File: config.mk
export PLATFORM = sky130hd
export DESIGN_NAME = bcd_decoder_seq
export DESIGN_NICKNAME = d
export VERILOG_FILES = /design/src/rtl/bcd_decoder_seq_pkg.sv /design/src/rtl/bcd_decoder_seq_step.sv /design/src/rtl/bcd_decoder_seq.sv
export SDC_FILE = /design/constraint.sdc
export NUM_CORES = 1
export LEC_CHECK = 0
export ABC_AREA = 1
export BUFFER_PORTS_ARGS = -buffer_cell sky130_fd_sc_hd__buf_4
export CAP_MARGIN = 20
export CORE_ASPECT_RATIO = 1.4
export CORE_MARGIN = 3
export CORE_UTILIZATION = 35
export CTS_CLUSTER_DIAMETER = 80
export CTS_CLUSTER_SIZE = 30
export DETAILED_ROUTE_END_ITERATION = 6
export GPL_ROUTABILITY_DRIVEN = 1
export REMOVE_ABC_BUFFERS = 1
export SLEW_MARGIN = 0
export SYNTH_ARGS = -nofsm -noshare
export SYNTH_HDL_FRONTEND = slang
export SYNTH_SLANG_ARGS = --single-unit
File: constraint.sdc
create_clock -name i_clk -period 3.2 [get_ports i_clk]
set_input_delay 0.64 -clock i_clk [delete_from_list [all_inputs] [get_ports i_clk]]
set_output_delay 0.64 -clock i_clk [all_outputs]
set_load 0.02 [all_outputs]
File: src/rtl/bcd_decoder_seq_pkg.sv
// bcd_pkg: shared types, widths and helpers for the sequential BCD decoder
package bcd_pkg;
  localparam int BCD_DIGIT_W = 4;
  typedef enum logic [1:0] {IDLE, BUSY, DONE} bcd_seq_state_e;
  function automatic int bcd_bin_width(input int n);
    return 3 * n + (n + 2) / 3;
  endfunction
endpackage

File: src/rtl/bcd_decoder_seq_step.sv
// bcd_dabble_step: one reverse double-dabble iteration on {bcd, bin}
//   d  in   work value before the iteration
//   q  out  work value after shift right and per-digit minus-3 correction
module bcd_dabble_step
  import bcd_pkg::*;
#(
  parameter int N = 3,
  localparam int B = bcd_bin_width(N),
  localparam int W = BCD_DIGIT_W * N + B
)(
  input  logic [W-1:0] d,
  output logic [W-1:0] q
);
  logic [W-1:0] s;
  assign s = d >> 1;
  assign q[B-1:0] = s[B-1:0];
  for (genvar i = 0; i < N; i++) begin : g_dig
    assign q[B+BCD_DIGIT_W*i +: BCD_DIGIT_W] = s[B+BCD_DIGIT_W*i +: BCD_DIGIT_W] > 4'd7 ?
      s[B+BCD_DIGIT_W*i +: BCD_DIGIT_W] - 4'd3 : s[B+BCD_DIGIT_W*i +: BCD_DIGIT_W];
  end
endmodule

File: src/rtl/bcd_decoder_seq.sv
// bcd_decoder_seq: handshaked multi-cycle BCD-to-binary converter, S dabble iterations per clock
//   i_clk, i_aresetn       clock, async active-low reset
//   i_bcd, i_valid, o_ready  input handshake (packed BCD, digit 0 in [3:0])
//   o_bin, o_valid, i_ready  output handshake (binary result held until i_ready)
//   o_err                  only with BCD_DECODER_SEQ_CHECK_EN: accepted input had a digit > 9
module bcd_decoder_seq
  import bcd_pkg::*;
#(
  parameter int N = 3,
  parameter int S = 1,
  localparam int B = bcd_bin_width(N)
)(
  input  logic                     i_clk,
  input  logic                     i_aresetn,
  input  logic [BCD_DIGIT_W*N-1:0] i_bcd,
  input  logic                     i_valid,
  output logic                     o_ready,
  output logic [B-1:0]             o_bin,
  output logic                     o_valid,
  input  logic                     i_ready
`ifdef BCD_DECODER_SEQ_CHECK_EN
  ,output logic                    o_err
`endif
);
  localparam int W = BCD_DIGIT_W * N + B;
  localparam int CW = $clog2(B + 1);
  localparam logic [CW-1:0] BL = CW'(B);
  localparam logic [CW-1:0] SL = CW'(S);
  bcd_seq_state_e state, state_n;
  logic [W-1:0] work, nxt;
  logic [W-1:0] stage [S+1];
  logic [CW-1:0] cnt, rem, take;
  logic accept, fin;
  assign stage[0] = work;
  for (genvar k = 0; k < S; k++) begin : g_step
    bcd_dabble_step #(.N(N)) u_step (.d(stage[k]), .q(stage[k+1]));
  end
  // On the final cycle only the remaining iterations are taken; later stages are bypassed.
  always_comb begin
    rem = BL - cnt;
    take = rem > SL ? SL : rem;
    nxt = stage[0];
    for (int k = 1; k <= S; k++) if (take == CW'(k)) nxt = stage[k];
  end
  always_comb begin
    o_ready = state == IDLE || (state == DONE && i_ready);
    accept = i_valid && o_ready;
    fin = state == BUSY && cnt + take == BL;
    state_n = accept ? BUSY : fin ? DONE : (state == DONE && i_ready) ? IDLE : state;
  end
  assign o_valid = state == DONE;
  always_ff @(posedge i_clk or negedge i_aresetn)
    if (!i_aresetn) state <= IDLE;
    else state <= state_n;
  always_ff @(posedge i_clk or negedge i_aresetn)
    if (!i_aresetn) begin
      work <= '0;
      cnt <= '0;
      o_bin <= '0;
    end else if (accept) begin
      work <= {i_bcd, {B{1'b0}}};
      cnt <= '0;
    end else if (state == BUSY) begin
      work <= nxt;
      cnt <= cnt + take;
      if (fin) o_bin <= nxt[B-1:0];
    end
`ifdef BCD_DECODER_SEQ_CHECK_EN
  logic bad, err_pend;
  always_comb begin
    bad = 1'b0;
    for (int i = 0; i < N; i++) bad |= i_bcd[BCD_DIGIT_W*i +: BCD_DIGIT_W] > 4'd9;
  end
  always_ff @(posedge i_clk or negedge i_aresetn)
    if (!i_aresetn) begin
      err_pend <= 1'b0;
      o_err <= 1'b0;
    end else if (accept) begin
      err_pend <= bad;
      o_err <= 1'b0;
    end else if (fin) o_err <= err_pend;
`endif
endmodule

# After elaboration in Yosys (flattened, before gate mapping)
# Index checks and enable logic that the tools add are counted.
word_totals:
  ff_bits: 38
  in_bits: 16
  word_cells: 41
classes:
  n_addsub: 5
  magnitude_cmp: 4
  eq_ne: 4
  muxes: 12
  bitwise_logic: 1
  n_reduce_logical: 10
op_table:
  columns: ["operator", "count"]
  rows:
  - ["22-bit 2-to-1 mux", 3]
  - ["4-bit 2-to-1 mux", 6]
  - ["4-bit by 3-bit > comparator with 1-bit output, second input constant", 2]
  - ["4-bit by 2-bit subtractor with 4-bit output, second input constant", 2]
  - ["2-bit 2-to-1 mux", 3]
  - ["4-bit adder", 1]
  - ["4-bit by 1-bit equality test with 1-bit output, second input constant", 1]
  - ["4-bit equality test, second input constant", 1]
  - ["4-bit by 1-bit > comparator with 1-bit output, second input constant", 1]
  - ["2-bit nonzero test", 2]
  - ["3-bit by 2-bit subtractor with 4-bit output, second input constant", 1]
  - ["4-bit subtractor, first input constant", 1]
  - ["3-bit > comparator, second input constant", 1]
  - ["1-bit logical AND", 3]
  - ["3-bit AND reduction", 1]
  - ["3-bit nonzero test", 1]
  - ["2-bit by 1-bit equality test with 1-bit output, second input constant", 1]
  - ["2-bit equality test, second input constant", 1]
  - ["2-bit logical NOT", 1]
  - ["2-bit AND reduction", 1]
  - ["1-bit logical OR", 1]
  - ["1-bit NOT", 1]

# Logic depth before layout (Yosys ltp)
# Gate-level depths: netlist of the first run.
depth:
  word_depth: 8
  ltp_mapped: 14
  depth_no_buf: 13

# Cells and area by module
# A second synthesis of the first run with hierarchy kept.
hier_totals:
  hier_cells: 304
  hier_area_um2: 2283.4
by_module_without_submodules:
  columns: ["module", "instances", "cells_per_inst", "area_each_um2", "seq_area_each_um2"]
  rows:
  - ["bcd_decoder_seq", 1, 251, 1970.6, 950.9]
  - ["bcd_dabble_step", 1, 53, 312.8, 0.0]

# Least setup slack after synthesis of the first run
# OpenSTA, ideal clock, no wires.
synth_path:
  path_type: "register to register"
  startpoint: "register cnt[0]"
  endpoint: "register o_bin[0]"
  arrival_ns: 1.627
  path_slack_ns: 1.456
  stages_incl_launch_ff: 15
  n_path_buf: 1
  cell_sequence: "dfrtp_1 -> inv_1 -> ha_1 -> inv_1 -> nand2_1 -> inv_1 -> nor2_2 -> nand3_2 -> nand2_1 -> nand2_1 -> nand3_1 -> nand3_2 -> buf_6 -> nand2_1 -> nand2_1"
synth_between:
  elab_chain_cells: 7
  word_cells_on_any_way: 9
  classes_between: "add/sub (2); order compare (1); eq/ne (2); mux (2); reduce/logical (2)"
synth_lines:
  columns: ["item", "line_no", "source"]
  rows:
  - ["start, declared", "bcd_decoder_seq.sv:32", "logic [CW-1:0] cnt, rem, take;"]
  - ["start signal, assigned", "bcd_decoder_seq.sv:65", "cnt <= cnt + take;"]
  - ["4-bit subtractor", "bcd_decoder_seq.sv:40", "rem = BL - cnt;"]
  - ["4-bit by 1-bit > comparator with 1-bit output", "bcd_decoder_seq.sv:41", "take = rem > SL ? SL : rem;"]
  - ["4-bit 2-to-1 mux", "bcd_decoder_seq.sv:41", null]
  - ["4-bit adder", "bcd_decoder_seq.sv:48", "fin = state == BUSY && cnt + take == BL;"]
  - ["4-bit equality test", "bcd_decoder_seq.sv:48", null]
  - ["1-bit logical AND", "bcd_decoder_seq.sv:48", null]
  - ["3-bit AND reduction (no line)", null, null]
  - ["end signal, assigned", "bcd_decoder_seq.sv:66", "if (fin) o_bin <= nxt[B-1:0];"]
  - ["end, declared", "bcd_decoder_seq.sv:18", "output logic [B-1:0] o_bin,"]
# Parallel ways exist; a longest one is shown, timed or not. The select of a mux whose other input is x is not followed.
# A chain may end at the register's enable or synchronous reset.

# Final worst setup path of the first run
# Ends and elaborated chain as after synthesis.

==> results of run 1 <==
## through the flow
stage                     cell area (um2)  total power [mW]
final                                2504             2.462
after global routing                 2504             2.711
after CTS                            2504             2.504
after detailed placement             2409             2.145
after global placement               2409             2.126
after floorplan                      2111             1.779
## worst register-to-register path, cell delays in order (launching register included)
cell and delay [ps]:
dfrtp_1 440, inv_1 220, ha_1 190, inv_1 40, nand2_1 80, inv_1 50, nor2_2 120, nand3_2 110
a21oi_2 460, nand3_2 310, nand2_1 140, nand2_1 50
## Yosys cell counts, types with 2 or more instances
cell type / n / area [um2]
nand2_1: 79 / 296.5
dfrtp_1: 38 / 950.9
inv_1: 36 / 135.1
nand3_1: 20 / 100.1
o21ai_0: 18 / 90.09
o21ai_2: 10 / 87.58
ha_1: 8 / 100.1
o211ai_1: 8 / 60.06
nand2_2: 6 / 37.54
nand3_2: 6 / 60.06
nor2_1: 6 / 22.52
buf_6: 5 / 56.30
a21oi_1: 4 / 20.02
inv_2: 4 / 15.01
nand4_1: 4 / 25.02
nor2_4: 2 / 22.52
xor2_1: 2 / 17.52
## flip-flops by register name, indices dropped and copies added, names as in the netlist
name	count
work	22
cnt	4
state	2
o_bin	10
## path summary, 6_finish.rpt
kind	endpoint	slack, ps	cells after the start	start
max	o_bin[0]$_DFFE_PN0P_	870	11	cnt[0]$_DFFE_PN0P_
min in group i_clk	o_bin[1]$_DFFE_PN0P_	470	2	o_bin[1]$_DFFE_PN0P_
max reg2reg	o_bin[0]$_DFFE_PN0P_	870	11	cnt[0]$_DFFE_PN0P_
max in group asynchronous	work[14]$_DFFE_PN0P_	2550	1	i_aresetn
min reg2reg	o_bin[1]$_DFFE_PN0P_	470	2	o_bin[1]$_DFFE_PN0P_
min	o_bin[9]$_DFFE_PN0P_	310	1	i_aresetn
## area by class of cell
class	count	area [um2]	share of cell area
clock inverters	2	12.51	0.004998
well taps	70	87.58	0.03498
inverters	40	150.1	0.05997
clock buffers	6	82.58	0.03298
flip-flops and latches	38	950.9	0.3798
repair buffers	28	210.2	0.08396
multi-input cells	181	1010	0.4033
## logic make-up (layout without fill, tap and decap cells)
kind of cell / count (synthesis) / after routing / share of synthesized area
AO/OA/AOI/OAI: 45 / 45 / 0.1412
XOR/XNOR: 3 / 3 / 0.01206
adder cells (fa/ha/maj): 8 / 8 / 0.04593
buffers and inverters: 48 / 76 / 0.1005
flip-flops: 38 / 38 / 0.4363
AND/OR/NAND/NOR: 125 / 125 / 0.2641
## report_power, final
part / leakage (nW) / switching [mW] / total, mW / internal (mW)
Sequential: 0.493 / 0.140 / 0.803 / 0.663
Clock: 0.0472 / 0.172 / 0.345 / 0.173
Combinational: 0.722 / 0.859 / 1.31 / 0.455
Total: 1.26 / 1.17 / 2.46 / 1.29
## metal layers
layer | up-vias | track usage | wire [um]
met5 | - | 0 | 0
met4 | 0 | 0.05966 | 59
met3 | 6 | 0.02528 | 180
met2 | 35 | 0.2163 | 2133
met1 | 825 | 0.1641 | 1958
li1 | 915 | - | -
==> results.txt, run 1 <==
Vias per cell = 4.879
Post-synthesis sequential area ratio = 0.4363
Final setup TNS = 0 ps
Final core occ = 0.4211
Via count = 1781
Core ar. = 5946 um2
Max-slew violation count = 0
Clock Latency Late Sink = 290 ps
Final #Nets = 318
Post-CTS setup buffers = 0
CP Launch Type = flip-flop
Die H = 99.37 um
RSZ-0062 raised after global routing = false
FFs w/ async S/R, synth = 1.000
Starting Density = 0.3666
Synth Cell Area = 2180 um2
Die Width = 72.70 um
Worst Path Required = 3380 ps
CTS Buf Count = 5
Min cycle time layout = 2325 ps
Post-synth EDFFs = 0
Clk root buf = clkbuf_8
Final setup vio count = 0
FMAX = 430.1 MHz
Worst path max stage delay = 460 ps
Final GP Congestion = 0.8380
Fin. Hold Viols = 0
Final Instance Count excl. Fillers = 365
Commonest non-fill, non-tap cell in the layout = nand2_1
Slew @ Worst Pin = 520.3 ps
CP top delay family = simple AND/OR/NAND/NOR gates
# rows = 33
Ant. Diodes = 0
Total die area = 7224 um2
Clock Path Buffers = 2
Area Growth Syn to Fin = 14.87%
# IOs = 28
HPWL Detailed = 3179 um
First-pass GRT wire length = 7576 um
Final setup margin = 874.8 ps
Buf/Inv on CP = 3
Leading cell types in the layout, fill and taps excluded = 79 x nand2_1, 38 x dfrtp_1, 36 x inv_1
H-Tree Depth = 2
Vias in the first global route = 1729
Final Hold Slack = 308.0 ps
Final WL = 4331 um
Final ANT Viol Nets = 0
Crit share post-route = 0.7266
Initial drt markers = 97
Crit path arrival time = 2510 ps
Number of remaining DRC errors = 0
Number of hold buffers added after cts = 0
CP max FO = 12
IO buf count = 27
Synth unique cells = 28
1st-pass router iterations = 4
Fillers = 636
Critical-path top delay cell = a21oi_2
CTS tree = built
Slew HR = 0.6532
CP Capture Type = flip-flop
Max_cap viols = 0
Placement Setup Slack = 839.0 ps
Total GRT Usage = 0.1314
Post-synthesis average cell area = 8.163 um2
Layout cells sized above 1 = 0.2271
Clock-pin slew on the worst setup and hold paths = 80 ps
DR WL/cell = 11.87 um
Worst hold path type = in -> async
Peak VDD IR = 0.3777 mV
Skew final = 3.352 ps
Initial antenna violation count = 0
Worst-path cell chain = inv_1 -> ha_1 -> inv_1 -> nand2_1 -> inv_1 -> nor2_2 -> nand3_2 -> a21oi_2 -> nand3_2 -> nand2_1 -> nand2_1
Worst setup path class = reg -> reg
Power per cell area = 983.5 nW/um2
Count of cells resized by post-cts repair = 0
Num Clock Sinks = 38
Total placed cells including tap cells = 357
Synth warnings = 0
Synth Flop Type = dfrtp_1
LEAKAGE = 1.262 nW
Status = finished, final reports clean
Largest net degree at the start of global routing = 39
Synth Instances = 267
GR Overflow Total = 0
#FFs+latches synth = 38
No activity file was read; power rests on OpenSTA's default activity.
==> inputs of run 2 (changes only) <==
==> constraint.sdc (replaced) <==
create_clock -name i_clk -period 2.1 [get_ports i_clk]
set_input_delay 0.42 -clock i_clk [delete_from_list [all_inputs] [get_ports i_clk]]
set_output_delay 0.42 -clock i_clk [all_outputs]
set_load 0.02 [all_outputs]
==> run 2 against run 1 <==
First-iteration DRC count down 32%. Sequential share of layout area down 0.91 points. Utilization is 1.0 points higher. Setup slack got worse by 720 ps. Total power rose by 61%. Global-route usage up 0.31 points. Largest cell class unchanged. Via count is 0.56% higher. Sequential cell count unchanged.
==> results.txt, run 2 (synthesis gave the netlist of run 1 again) <==
LEAKAGE = 1.291 nW
Max_cap viols = 0
Final ANT Viol Nets = 0
GR Overflow Total = 0
Number of remaining DRC errors = 0
Worst hold path type = in -> async
Number of hold buffers added after cts = 0
Layout cells sized above 1 = 0.2375
Clock Path Buffers = 2
Total die area = 7224 um2
CP max FO = 12
Post-CTS setup buffers = 0
Fin. Hold Viols = 0
Crit path arrival time = 2130 ps
CP Launch Type = flip-flop
Count of cells resized by post-cts repair = 0
Commonest non-fill, non-tap cell in the layout = nand2_1
1st-pass router iterations = 4
Peak VDD IR = 0.6678 mV
Ant. Diodes = 0
Total GRT Usage = 0.1345
Initial drt markers = 66
RSZ-0062 raised after global routing = false
Final setup TNS = 0 ps
Die H = 99.37 um
Die Width = 72.70 um
Most flop-heavy register = work
# IOs = 28
Vias per cell = 4.854
Initial antenna violation count = 0
CP Capture Type = flip-flop
First-pass GRT wire length = 7762 um
Skew final = 7.391 ps
HPWL Detailed = 3190 um
Max-slew violation count = 0
Clock Latency Late Sink = 290 ps
Final setup vio count = 0
CP startpoint = cnt[0]$_DFFE_PN0P_
Reg-to-Reg Start = cnt[0]$_DFFE_PN0P_
FMAX = 515.2 MHz
IO buf count = 27
Power per cell area = 1546 nW/um2
CTS tree = built
Crit share post-route = 0.9242
Core ar. = 5946 um2
Via count = 1791
# rows = 33
Clock-pin slew on the worst setup and hold paths = 80 ps
CTS Buf Count = 5
DR WL/cell = 12.12 um
Final WL = 4471 um
Slew @ Worst Pin = 506.6 ps
Design area = 2565 um2
Largest net degree at the start of global routing = 39
Biggest regs = work: 22 flops, o_bin: 10 flops, cnt: 4 flops
Final GP Congestion = 0.8441
Worst Path Required = 2290 ps
Slew HR = 0.6615
Clk root buf = clkbuf_8
Num Clock Sinks = 38
Vias in the first global route = 1760
H-Tree Depth = 2
Max reg flops = 22
Area post-placement = 2451 um2
Leading cell types in the layout, fill and taps excluded = 79 x nand2_1, 38 x dfrtp_1, 36 x inv_1
Area Growth Syn to Fin = 17.68%
Min cycle time layout = 1941 ps
Worst setup path class = reg -> reg
Final #Nets = 322
Fillers = 623
Starting Density = 0.3666
Status = finished, final reports clean
==> run 2: cell count changes in the layout (fill, tap and decap cells not counted), sizes merged <==
cell / previous run / this run
clkinv: 1 / 0
buf: 28 / 32
clkbuf: 6 / 5
clkinvlp: 1 / 2
bufinv: 0 / 1
==> run 2: layout make-up <==
cell class | count | area, um2 | area share
multi-input cells | 181 | 1010 | 0.3937
flip-flops and latches | 38 | 950.9 | 0.3707
repair buffers | 32 | 252.7 | 0.09854
inverters | 40 | 150.1 | 0.05854
well taps | 70 | 87.58 | 0.03415
clock buffers | 5 | 68.82 | 0.02683
clock inverters | 3 | 45.04 | 0.01756
==> run 2: where the power goes <==
| part | switching, mW | internal (mW) |
|---|---|---|
| Combinational | 1.34 | 0.767 |
| Clock | 0.285 | 0.354 |
| Sequential | 0.214 | 1.01 |
==> run 2: through the flow <==
step | std cells | util | hold WS (ps) | worst slack (ps) | power (mW)
final | 369 | 0.4314 | 84.37 | 159.1 | 3.966
after global routing | 369 | 0.4314 | 112.9 | 12.30 | 4.338
after CTS | 369 | 0.4314 | 100.3 | 161.5 | 4.014
after detailed placement | 361 | 0.4122 | 424.4 | 170.6 | 3.358
after global placement | 361 | 0.4122 | 428.2 | 207.8 | 3.326
after floorplan | 259 | - | 124.4 | 4.567 | 2.711
==> run 2: critical path, stage by stage, from the launching register on <==
cell,delay (ps)
dfrtp_1,470
inv_1,90
ha_1,390
nor2_1,170
nand2_1,90
a21oi_2,160
nand3_2,250
nand2_1,150
nand2_1,50
==> run 2: path summary, 6_finish.rpt <==
kind	endpoint	slack [ps]	depth (start not counted)
min in group i_clk	work[21]$_DFFE_PN0P_	340	3
max	o_bin[6]$_DFFE_PN0P_	160	8
max reg2reg	o_bin[6]$_DFFE_PN0P_	160	8
min	o_bin[4]$_DFFE_PN0P_	80	1
min reg2reg	o_bin[8]$_DFFE_PN0P_	470	2
max in group asynchronous	work[7]$_DFFE_PN0P_	1660	1
==> run 2: metal layers <==
layer	GRT usage	part of all wire	vias to the layer above
li1	-	-	921
met1	0.1687	0.46	835
met2	0.2260	0.49	30
met3	0.02831	0.038	5
met4	0.04688	0.012	0
met5	0	0	-
